$ cat src/rtl/phy_pkg.sv
// Shared phy link constants: sequencer state encoding and the line symbols
// used by both the tx and rx sides.
package phy_pkg;

  typedef enum logic [1:0] {
    ST_RESET   = 2'b00,
    ST_TRAIN   = 2'b01,
    ST_LINK    = 2'b10,
    ST_ILLEGAL = 2'b11
  } link_state_e;

  localparam logic [7:0] PHY_COM = 8'hBC;
  localparam logic [7:0] PHY_IDL = 8'h7C;

endpackage

$ cat src/rtl/phy_lane_enc.sv
// Per-lane output encoder: registers COM during training, data or IDL fill
// while linked, and an invalid zero word otherwise.
module phy_lane_enc
  import phy_pkg::*;
#(
  parameter int              DATA_W = 8,
  parameter logic [DATA_W-1:0] COM  = DATA_W'(PHY_COM),
  parameter logic [DATA_W-1:0] IDL  = DATA_W'(PHY_IDL)
) (
  input  logic              clk_2f,
  input  logic              reset_L,
  input  logic [1:0]        state,
  input  logic              valid_in,
  input  logic [DATA_W-1:0] data_in,
  output logic [DATA_W-1:0] data_out,
  output logic              valid_out
);

  logic [DATA_W-1:0] data_d, data_q;
  logic              valid_d, valid_q;

  always_comb begin
    data_d  = '0;
    valid_d = 1'b0;
    case (link_state_e'(state))
      ST_TRAIN: begin
        data_d  = COM;
        valid_d = 1'b1;
      end
      ST_LINK: begin
        data_d  = valid_in ? data_in : IDL;
        valid_d = 1'b1;
      end
      default: ;
    endcase
  end

  always_ff @(posedge clk_2f or negedge reset_L) begin
    if (!reset_L) begin
      data_q  <= '0;
      valid_q <= 1'b0;
    end else begin
      data_q  <= data_d;
      valid_q <= valid_d;
    end
  end

  assign data_out  = data_q;
  assign valid_out = valid_q;

endmodule

$ cat src/rtl/phy_tx_link_ctrl.sv
// Two-lane tx link sequencer: RESET -> TRAIN (COM burst) -> LINK pass-through,
// with upstream ready gating, saturating drop counter and retrain support.
module phy_tx_link_ctrl
  import phy_pkg::*;
#(
  parameter int                DATA_W      = 8,
  parameter int                TRAIN_WORDS = 16,
  parameter logic [DATA_W-1:0] COM         = DATA_W'(PHY_COM),
  parameter logic [DATA_W-1:0] IDL         = DATA_W'(PHY_IDL),
  parameter int                DROP_W      = 8
) (
  input  logic              clk_2f,
  input  logic              reset_L,
  input  logic              enable,
  input  logic              retrain,
  input  logic              valid_data_in_0,
  input  logic [DATA_W-1:0] data_in_0,
  input  logic              valid_data_in_1,
  input  logic [DATA_W-1:0] data_in_1,
  output logic              ready_out,
  output logic [DATA_W-1:0] data_out_0,
  output logic              valid_out_0,
  output logic [DATA_W-1:0] data_out_1,
  output logic              valid_out_1,
  output logic              link_up,
  output logic [1:0]        state_out,
  output logic [DROP_W-1:0] drop_cnt
);

  localparam int               CNT_W    = (TRAIN_WORDS > 1) ? $clog2(TRAIN_WORDS) : 1;
  localparam logic [CNT_W-1:0] CNT_LAST = CNT_W'(TRAIN_WORDS - 1);

  link_state_e       state_d, state_q;
  logic [CNT_W-1:0]  cnt_d, cnt_q;
  logic [DROP_W-1:0] drop_d, drop_q;
  logic [DROP_W:0]   drop_sum;
  logic              link_st;

  assign link_st = (state_q == ST_LINK);

  // Priority: enable low beats retrain, which beats burst completion.
  always_comb begin
    state_d = state_q;
    cnt_d   = cnt_q;
    if (!enable) begin
      state_d = ST_RESET;
      cnt_d   = '0;
    end else begin
      case (state_q)
        ST_RESET: begin
          state_d = ST_TRAIN;
          cnt_d   = '0;
        end
        ST_TRAIN: begin
          if (retrain)               cnt_d   = '0;
          else if (cnt_q == CNT_LAST) state_d = ST_LINK;
          else                       cnt_d   = cnt_q + CNT_W'(1);
        end
        ST_LINK: begin
          if (retrain) begin
            state_d = ST_TRAIN;
            cnt_d   = '0;
          end
        end
        default: begin
          state_d = ST_RESET;
          cnt_d   = '0;
        end
      endcase
    end
  end

  // One extra bit catches overflow so the counter sticks at all-ones.
  always_comb begin
    drop_sum = {1'b0, drop_q};
    if (!link_st)
      drop_sum = {1'b0, drop_q} + (DROP_W+1)'(valid_data_in_0)
                                + (DROP_W+1)'(valid_data_in_1);
    drop_d = drop_sum[DROP_W] ? '1 : drop_sum[DROP_W-1:0];
  end

  always_ff @(posedge clk_2f or negedge reset_L) begin
    if (!reset_L) begin
      state_q <= ST_RESET;
      cnt_q   <= '0;
      drop_q  <= '0;
    end else begin
      state_q <= state_d;
      cnt_q   <= cnt_d;
      drop_q  <= drop_d;
    end
  end

  phy_lane_enc #(.DATA_W(DATA_W), .COM(COM), .IDL(IDL)) u_lane0 (
    .clk_2f   (clk_2f),
    .reset_L  (reset_L),
    .state    (state_q),
    .valid_in (valid_data_in_0),
    .data_in  (data_in_0),
    .data_out (data_out_0),
    .valid_out(valid_out_0)
  );

  phy_lane_enc #(.DATA_W(DATA_W), .COM(COM), .IDL(IDL)) u_lane1 (
    .clk_2f   (clk_2f),
    .reset_L  (reset_L),
    .state    (state_q),
    .valid_in (valid_data_in_1),
    .data_in  (data_in_1),
    .data_out (data_out_1),
    .valid_out(valid_out_1)
  );

  assign ready_out = link_st;
  assign link_up   = link_st;
  assign state_out = state_q;
  assign drop_cnt  = drop_q;

endmodule

$ cat config.mk
export PLATFORM = sky130hd
export DESIGN_NAME = phy_tx_link_ctrl
export DESIGN_NICKNAME = d
export VERILOG_FILES = /design/src/rtl/phy_pkg.sv /design/src/rtl/phy_lane_enc.sv /design/src/rtl/phy_tx_link_ctrl.sv
export SDC_FILE = /design/constraint.sdc
export NUM_CORES = 1
export LEC_CHECK = 0
export CORE_MARGIN = 4
export CORE_UTILIZATION = 45
export CTS_CLUSTER_DIAMETER = 30
export DETAILED_ROUTE_END_ITERATION = 8
export PLACE_DENSITY = 0.79
export SYNTH_ARGS = -nofsm -noshare
export SYNTH_HDL_FRONTEND = slang
export SYNTH_SLANG_ARGS = --single-unit
$ cat constraint.sdc
create_clock -name clk_2f -period 2.4 [get_ports clk_2f]
set_clock_uncertainty 0.1 [all_clocks]
set_input_delay 0.48 -clock clk_2f [delete_from_list [all_inputs] [get_ports clk_2f]]
set_output_delay 0.48 -clock clk_2f [all_outputs]
set_load 0.05 [all_outputs]
Word level (Yosys, flattened, before mapping). Cells that the tools add are included.

Flip-flop bits (word level): 31. Output and inout bits: 30.

Add/subtract/negate cells: 3. Equal/unequal tests: 8. Mux-type cells: 17. Reduce and logical (&&, ||, !) cells: 4.

Operator list (count): one-hot mux 8 bit (2 select lines) (2); 2-to-1 mux 8 bit (3); 2-to-1 mux 4 bit (4); adder 8 x 1 -> 9 bit (1); adder 9 x 1 -> 9 bit (1); 2-to-1 mux 9 bit (1); != test 3 bit, second input constant (3); 2-to-1 mux 2 bit (4); one-hot mux 4 bit (2 select lines) (1); one-hot mux 2 bit (3 select lines) (1); adder 4 x 1 -> 4 bit, second input constant (1); == test 4 bit, second input constant (1); != test 4 bit, second input constant (1); AND reduction 3 bit (1); == test 2 x 1 -> 1 bit, second input constant (1); == test 2 bit, second input constant (1); zero test 2 bit (1); != test 2 x 1 -> 1 bit, second input constant (1); AND reduction 2 bit (1); OR reduction 2 bit (1); 2-to-1 mux 1 bit (1).

Longest topological paths before layout.
Depth after elaboration: 5. Depth in mapped cells: 6.

Cells and area by module. From an unflattened synthesis, not the netlist that was laid out.

Cell total of the unflattened synthesis: 136. Area, all modules: 1529.0 um^2.

By module, submodules not included: phy_tx_link_ctrl (times used 1, cells each 80, area each 775.7 um^2, seq. area each 350.3 um^2); phy_lane_enc (times used 2, cells each 28, area each 376.6 um^2, seq. area each 225.2 um^2).

Worst setup path before layout. Ideal clock, no wire load.

Kind: flip-flop to output port. Start: reg state_q[1] (netlist: state_out[1]). End: out ready_out. Data arrival time: 1.652 ns. Path slack: 0.168 ns. Cell stages (with the launch flop): 3. Buffers on the path: 1. Cells stage by stage: dfrtp_1 -> ha_1 -> buf_4.

Longest elaborated chain between the ends: 1.

RTL lines: from (decl) (RTL line phy_tx_link_ctrl.sv:33) `link_state_e state_d, state_q;`; from (signal assigned) (RTL line phy_tx_link_ctrl.sv:88) `state_q <= state_d;`; == test 2 bit (RTL line phy_tx_link_ctrl.sv:39) `assign link_st = (state_q == ST_LINK);`; to (decl) (RTL line phy_tx_link_ctrl.sv:20) `output logic ready_out,`.

No other way between the ends.

Worst setup path after layout.
Start: reg drop_q[2] (netlist: drop_cnt[2]). End: out drop_cnt[2].

RTL lines: from (decl) (RTL line phy_tx_link_ctrl.sv:35) `logic [DROP_W-1:0] drop_d, drop_q;`; from (signal assigned) (RTL line phy_tx_link_ctrl.sv:90) `drop_q <= drop_d;`; to (decl) (RTL line phy_tx_link_ctrl.sv:27) `output logic [DROP_W-1:0] drop_cnt`.

No word-level cell between the ends.

==> impl_metrics.xml <==
<?xml version="1.0" encoding="UTF-8"?>
<metrics>
  <group name="outcome">
    <metric name="outcome" unit="">finished clean</metric>
  </group>
  <group name="setup_path">
    <metric name="cp.arrival" unit="ns">1.67</metric>
    <metric name="worst_reg2reg_path_length_in_cells" unit="">5</metric>
    <metric name="crit_path_start_kind" unit="">flop</metric>
    <metric name="rr_endpoint" unit="">cnt_q[3]</metric>
    <metric name="slowest_stage" unit="">sky130_fd_sc_hd__clkdlybuf4s50_1</metric>
    <metric name="cp.required" unit="ns">1.82</metric>
    <metric name="path_depth" unit="">1</metric>
    <metric name="ff2ff_setup_slack" unit="ns">0.55</metric>
    <metric name="path_class" unit="">reg -&gt; out</metric>
    <metric name="cp_slowest_stage_delay" unit="ns">0.86</metric>
    <metric name="crit-reg2reg-launch" unit="">state_out[0]</metric>
    <metric name="timing.critical_path.to_type" unit="">primary output</metric>
    <metric name="cp_top_family" unit="">buffers and inverters</metric>
    <metric name="path_buf_inv" unit="">1</metric>
    <metric name="worstPathMaxFanout" unit="">9</metric>
    <metric name="crit_chain" unit="">clkdlybuf4s50_1</metric>
  </group>
  <group name="global_routing">
    <metric name="pin_count_of_the_biggest_net_entering_global_routing" unit="">32</metric>
    <metric name="grt_use_met1" unit="%">20.75</metric>
    <metric name="grt-busiest-layer" unit="">met2</metric>
    <metric name="globalRouteMet3Util" unit="%">6.577</metric>
    <metric name="gr-usage-met2" unit="%">29.83</metric>
    <metric name="grt_first_pass_wirelength" unit="mm">5.871</metric>
    <metric name="grt_pass1_vias" unit="">1289</metric>
    <metric name="grt_overflow_total" unit="">0</metric>
    <metric name="initial_antenna_violation_count" unit="">0</metric>
    <metric name="grt_use_total" unit="%">17.95</metric>
  </group>
  <group name="placement">
    <metric name="finalWeightedCongestion" unit="">0.9356</metric>
    <metric name="hpwl" unit="mm">2.820</metric>
    <metric name="io_buffer_count" unit="">51</metric>
  </group>
  <group name="floorplan">
    <metric name="die_h" unit="um">66.67</metric>
    <metric name="die_width" unit="um">66.67</metric>
    <metric name="core.rowCount" unit="">21</metric>
    <metric name="boundaryPins" unit="">52</metric>
    <metric name="start_util" unit="%">46.42</metric>
    <metric name="floorplan.die_area" unit="mm2">0.004445</metric>
    <metric name="core" unit="mm2">0.003337</metric>
  </group>
  <group name="timing">
    <metric name="fin_crit_sh" unit="%">93.90</metric>
    <metric name="finalSetupViolations" unit="">0</metric>
    <metric name="final.setup.tns" unit="ns">0</metric>
    <metric name="fmaxAchievable" unit="GHz">0.4438</metric>
    <metric name="finalMaxSlewViolations" unit="">0</metric>
    <metric name="slew-limit-headroom" unit="%">64.82</metric>
    <metric name="timing.final.hold_violations" unit="">0</metric>
    <metric name="timing_worst_slew_pin_value" unit="ns">0.5260</metric>
    <metric name="rsz0062_at_grt" unit="">false</metric>
    <metric name="period_needed" unit="ns">2.254</metric>
  </group>
  <group name="route">
    <metric name="wirelength" unit="mm">3.668</metric>
    <metric name="first_iter_violations" unit="">80</metric>
    <metric name="via_per_inst" unit="">5.323</metric>
    <metric name="drt-wirelength-per-cell" unit="um">14.61</metric>
    <metric name="drt_pass1_iterations" unit="">4</metric>
    <metric name="drcViolationCount" unit="">0</metric>
    <metric name="via_count" unit="">1336</metric>
    <metric name="drt.antenna.violating_nets" unit="">0</metric>
  </group>
  <group name="hold_path">
    <metric name="timing.hold.worst_endpoint" unit="">drop_cnt[0]</metric>
    <metric name="hold_path.startpoint" unit="">drop_cnt[0]</metric>
    <metric name="timing.hold.worst_path_depth" unit="">2</metric>
    <metric name="hold_class" unit="">reg -&gt; reg</metric>
  </group>
  <group name="yosys">
    <metric name="synth_flop_cell" unit="">sky130_fd_sc_hd__dfrtp_1</metric>
    <metric name="synth.net_count" unit="">180</metric>
    <metric name="synthesis.area" unit="mm2">0.001549</metric>
    <metric name="synth_async_sr_flop_share" unit="%">100.0</metric>
    <metric name="synthDominantCellAreaShare" unit="%">50.08</metric>
    <metric name="ys_seq_area_share" unit="%">50.08</metric>
    <metric name="synth_most_common_cell" unit="">sky130_fd_sc_hd__dfrtp_1</metric>
    <metric name="synthesis.area_per_instance" unit="um2">10.33</metric>
    <metric name="yosys-top-cells-area" unit="">sky130_fd_sc_hd__dfrtp_1, sky130_fd_sc_hd__a21oi_1, sky130_fd_sc_hd__ha_1, sky130_fd_sc_hd__nor2b_1, sky130_fd_sc_hd__nand2b_1</metric>
    <metric name="synth_cell_type_count" unit="">38</metric>
    <metric name="ys_warn_count" unit="">0</metric>
    <metric name="yosysTopAreaCell" unit="">sky130_fd_sc_hd__dfrtp_1</metric>
    <metric name="post_synth_edffs" unit="">0</metric>
    <metric name="synth.cells.most_frequent" unit="">sky130_fd_sc_hd__dfrtp_1, sky130_fd_sc_hd__a21oi_1, sky130_fd_sc_hd__nor2b_1, sky130_fd_sc_hd__inv_1, sky130_fd_sc_hd__nand2b_1</metric>
    <metric name="synth_seq_cells" unit="">31</metric>
    <metric name="postSynthCellCount" unit="">150</metric>
  </group>
  <group name="clock_network">
    <metric name="post_cts_resize_count" unit="">0</metric>
    <metric name="numClockSinks" unit="">31</metric>
    <metric name="clock_tree_from_tritoncts" unit="">built</metric>
    <metric name="postCtsSetupRepairBufs" unit="">0</metric>
    <metric name="cts-hold-fix-buffers" unit="">0</metric>
    <metric name="cts_buffers" unit="">5</metric>
    <metric name="clk_pin_slew_worst_paths" unit="ns">0.10</metric>
    <metric name="ctsHtreeMaxLevel" unit="">2</metric>
    <metric name="cts_max_path_buffers" unit="">2</metric>
    <metric name="clock-root-buffer" unit="">sky130_fd_sc_hd__clkbuf_4</metric>
    <metric name="clk-insertion-delay-late" unit="ns">0.32</metric>
  </group>
  <group name="layout">
    <metric name="layout.filler_cells" unit="">278</metric>
    <metric name="register_area" unit="um2">775.7</metric>
    <metric name="multi_input_comb_area" unit="um2">701.9</metric>
    <metric name="syn2layout_area_growth" unit="%">41.60</metric>
    <metric name="num-nets-final" unit="">235</metric>
    <metric name="post_route_cells_drive_above_1_share" unit="%">7.805</metric>
    <metric name="final_core_util" unit="%">65.73</metric>
    <metric name="antenna_cells" unit="">0</metric>
  </group>
  <group name="power_and_ir_drop">
    <metric name="static-leakage-power" unit="uW">0.0009530</metric>
    <metric name="vdd.ir_drop.worst" unit="mV">0.4455</metric>
    <metric name="pwr_density_cell" unit="mW/mm2">919.4</metric>
  </group>
  <group name="run">
    <metric name="maxCapViolCount" unit="">0</metric>
  </group>
</metrics>
sequential cells by signal (all words and copies together), names as in the netlist:
| register | count |
|---|---|
| cnt_q | 4 |
| u_lane1.data_out | 8 |
| u_lane0.valid_out | 1 |
| state_out | 2 |
| u_lane0.data_out | 8 |
| drop_cnt | 8 |
cells in the final DEF, fill, tap and decap left out, drive strengths merged, types with 6 or more instances in the layout:
master / n
a21oi: 19
buf: 7
clkbuf: 6
clkdlybuf4s50: 49
dfrtp: 31
ha: 7
inv: 9
nand2: 6
nand2b: 9
nor2b: 13
metal layers:
layer,part of all wire [%],vias to the layer above,wire (um)
met5,0,-,0
met1,40,642,1456
li1,-,645,-
met2,54,45,1970
met3,5.7,4,208
met4,0.93,0,34
logic make-up after synthesis:
logic type | after synthesis | synth area share, %
AND/OR/NAND/NOR | 51 | 20.76
AO/OA/AOI/OAI | 41 | 16.16
multiplexers | 2 | 1.292
flip-flops | 31 | 50.08
adder cells (fa/ha/maj) | 8 | 6.946
buffers and inverters | 17 | 4.765
power by group:
| part | switching, uW | leakage (uW) | total [uW] | internal, uW |
|---|---|---|---|---|
| combinational | 616 | 0.000515 | 975 | 359 |
| clock | 166 | 0.0000341 | 302 | 136 |
| sequential | 116 | 0.000404 | 740 | 624 |
area by class of cell:
type | count | area share (%)
repair buffers | 56 | 25.90
inverters | 9 | 1.540
multi-input cells | 102 | 32.00
clock buffers | 6 | 2.339
clock inverters | 1 | 0.2282
flip-flops and latches | 31 | 35.37
well taps | 46 | 2.624
metrics by stage:
step                      total power, uW  hold slack [ns]  setup slack, ns  cells  instance area [um2]
final                                2016           0.4400           0.1465    251                 2193
after global routing                 2134           0.4631          0.07619    251                 2193
after CTS                            2032           0.4482          0.02769    251                 2191
after detailed placement             1726           0.4312         -0.02345    244                 2135
after global placement               1699           0.4181        -0.006944    244                 2135
after floorplan                      1373          0.08441           0.1681    150                 1549
worst max path at each step:
stage,startpoint,to,slack [ns]
2_1_floorplan,state_out[1],ready_out,0.17
3_3_place_gp,valid_data_in_0,drop_cnt[6],-0.007
3_5_place_dp,valid_data_in_0,drop_cnt[6],-0.02
4_1_cts,state_out[0],link_up,0.03
5_1_grt,drop_cnt[2],drop_cnt[2],0.08
6_report,drop_cnt[2],drop_cnt[2],0.15
(Power assumes the default switching activity.)
==> patch: new RTL, same settings <==
Take the reset off `data_q` and load it in a clocked block of its own.
--- a/src/rtl/phy_lane_enc.sv
+++ b/src/rtl/phy_lane_enc.sv
@@ -38,10 +38,12 @@
   always_ff @(posedge clk_2f or negedge reset_L) begin
     if (!reset_L) begin
-      data_q  <= '0;
       valid_q <= 1'b0;
     end else begin
-      data_q  <= data_d;
       valid_q <= valid_d;
     end
+  end
+
+  always_ff @(posedge clk_2f) begin
+    data_q <= data_d;
   end
 
Formal check against the unedited RTL: differs if reset_L is asserted again (counterexample within 4 cycles, from zero or initial values and one cycle with reset_L low); with reset_L held inactive, the same outputs for 10 cycles.
==> patch against the original RTL <==
  * Routed wire length down 1.0%
  * Area after synthesis down 5.2%
  * Setup slack better by 0.014 ns
  * Via count down 4.0%
  * Cell area down 4.5%
  * Total power down 0.93%
  * Core utilization up 2.3 points
  * Sequential cell count unchanged
  * Largest cell class is now multi-input combinational cells
==> patch: results (changes against the original RTL) <==
stage,metric,value,unit,change
power_and_ir_drop,leakage,0.855,nW,-10%
finish,drive_gt1_share,6.34,%,-1.5 points
synthesis,synth.top_cells.by_area,"dfrtp_1 26%, dfxtp_1 22%, a21oi_1 6.5%",,
synthesis,synth.top_cells.by_count,"19 x a21oi_1, 16 x dfxtp_1, 15 x dfrtp_1",,
synthesis,synth.cell_area,1470,sq um,-5.2%
power_and_ir_drop,share_of_total_power_in_the_clock_network,14.1,%,-0.9 points
synthesis,post_synth_num_cell_types,39,,+2.6%
finish,final_nets,234,,-0.43%
finish,instances_no_fill,249,,-0.80%
timing,hold-worst-slack,0.447,ns,+0.00741 ns
place,gp_congestion,0.816,,-13%
power_and_ir_drop,power_switching_share,45.2,%,+0.66 points
setup_path,rrSetupSlack,0.40,ns,-0.15 ns
power_and_ir_drop,max-vdd-ir-drop,0.368,mV,-17%
timing,tightest_slew,0.698,ns,+0.172 ns
timing,period_minus_slack,2.24,ns,-0.0144 ns
synthesis,commonest_register_cell_after_synthesis,dfxtp_1,,
finish,antenna_cells,0,,unchanged
place,dpl.cell_count,241,,-1.2%
setup_path,worst_setup_path_startpoint,drop_cnt[2],,
route,drt_iter0_drc,97,,+21%
global_routing,first_pass_grt_wire_length,6.14,mm,+4.6%
clock_network,cts-buffers-inserted,5,,unchanged
power_and_ir_drop,share_seq_of_total_power,37.2,%,+0.5 points
setup_path,critical_path.top_delay_family,buffers and inverters,,
place,dp.final_hpwl,2.70,mm,-4.4%
synthesis,yosysSeqAreaShare,47.4,%,-2.7 points
global_routing,grt_use_total,18.7,%,+0.71 points
status,run_status,finished clean,,
global_routing,grt_start_max_net_pins,17,,-47%
min_path,holdPathEnd,cnt_q[0],,
route,drt_via_density,5.15,,-3.2%
## patch: cell types whose count changed after synthesis, sizes merged
cell and delta:
dfrtp -16, dfxtp +16
## patch: cell families after synthesis
group	after synthesis	share of synthesized area [%]
AO/OA/AOI/OAI	41	17.0
adder cells (fa/ha/maj)	8	7.33
multiplexers	2	1.36
AND/OR/NAND/NOR	51	21.9
flip-flops	31	47.4
buffers and inverters	17	5.02
## patch: final cells by class
type	instances	share of cell area, %
Inverter	9	1.61
Sequential cell	31	33.2
Tap cell	44	2.63
Multi-Input combinational cell	102	33.4
Clock buffer	7	2.15
Timing Repair Buffer	55	26.8
Clock inverter	1	0.239
## patch: per-layer routing
metal	vias to the layer above	share of wire [%]	global-route usage [%]
met5	-	0	0
met4	0	0.99	6.48
met3	4	4.8	4.79
met2	35	53	34.0
met1	603	41	21.0
li1	641	-	-
## patch: metrics by stage
stage	power, mW	cell area [sq um]
floorplan	1.37	1470
global placement	1.69	2040
detailed placement	1.73	2040
CTS	2.02	2090
global route	2.13	2090
finish	2.00	2090
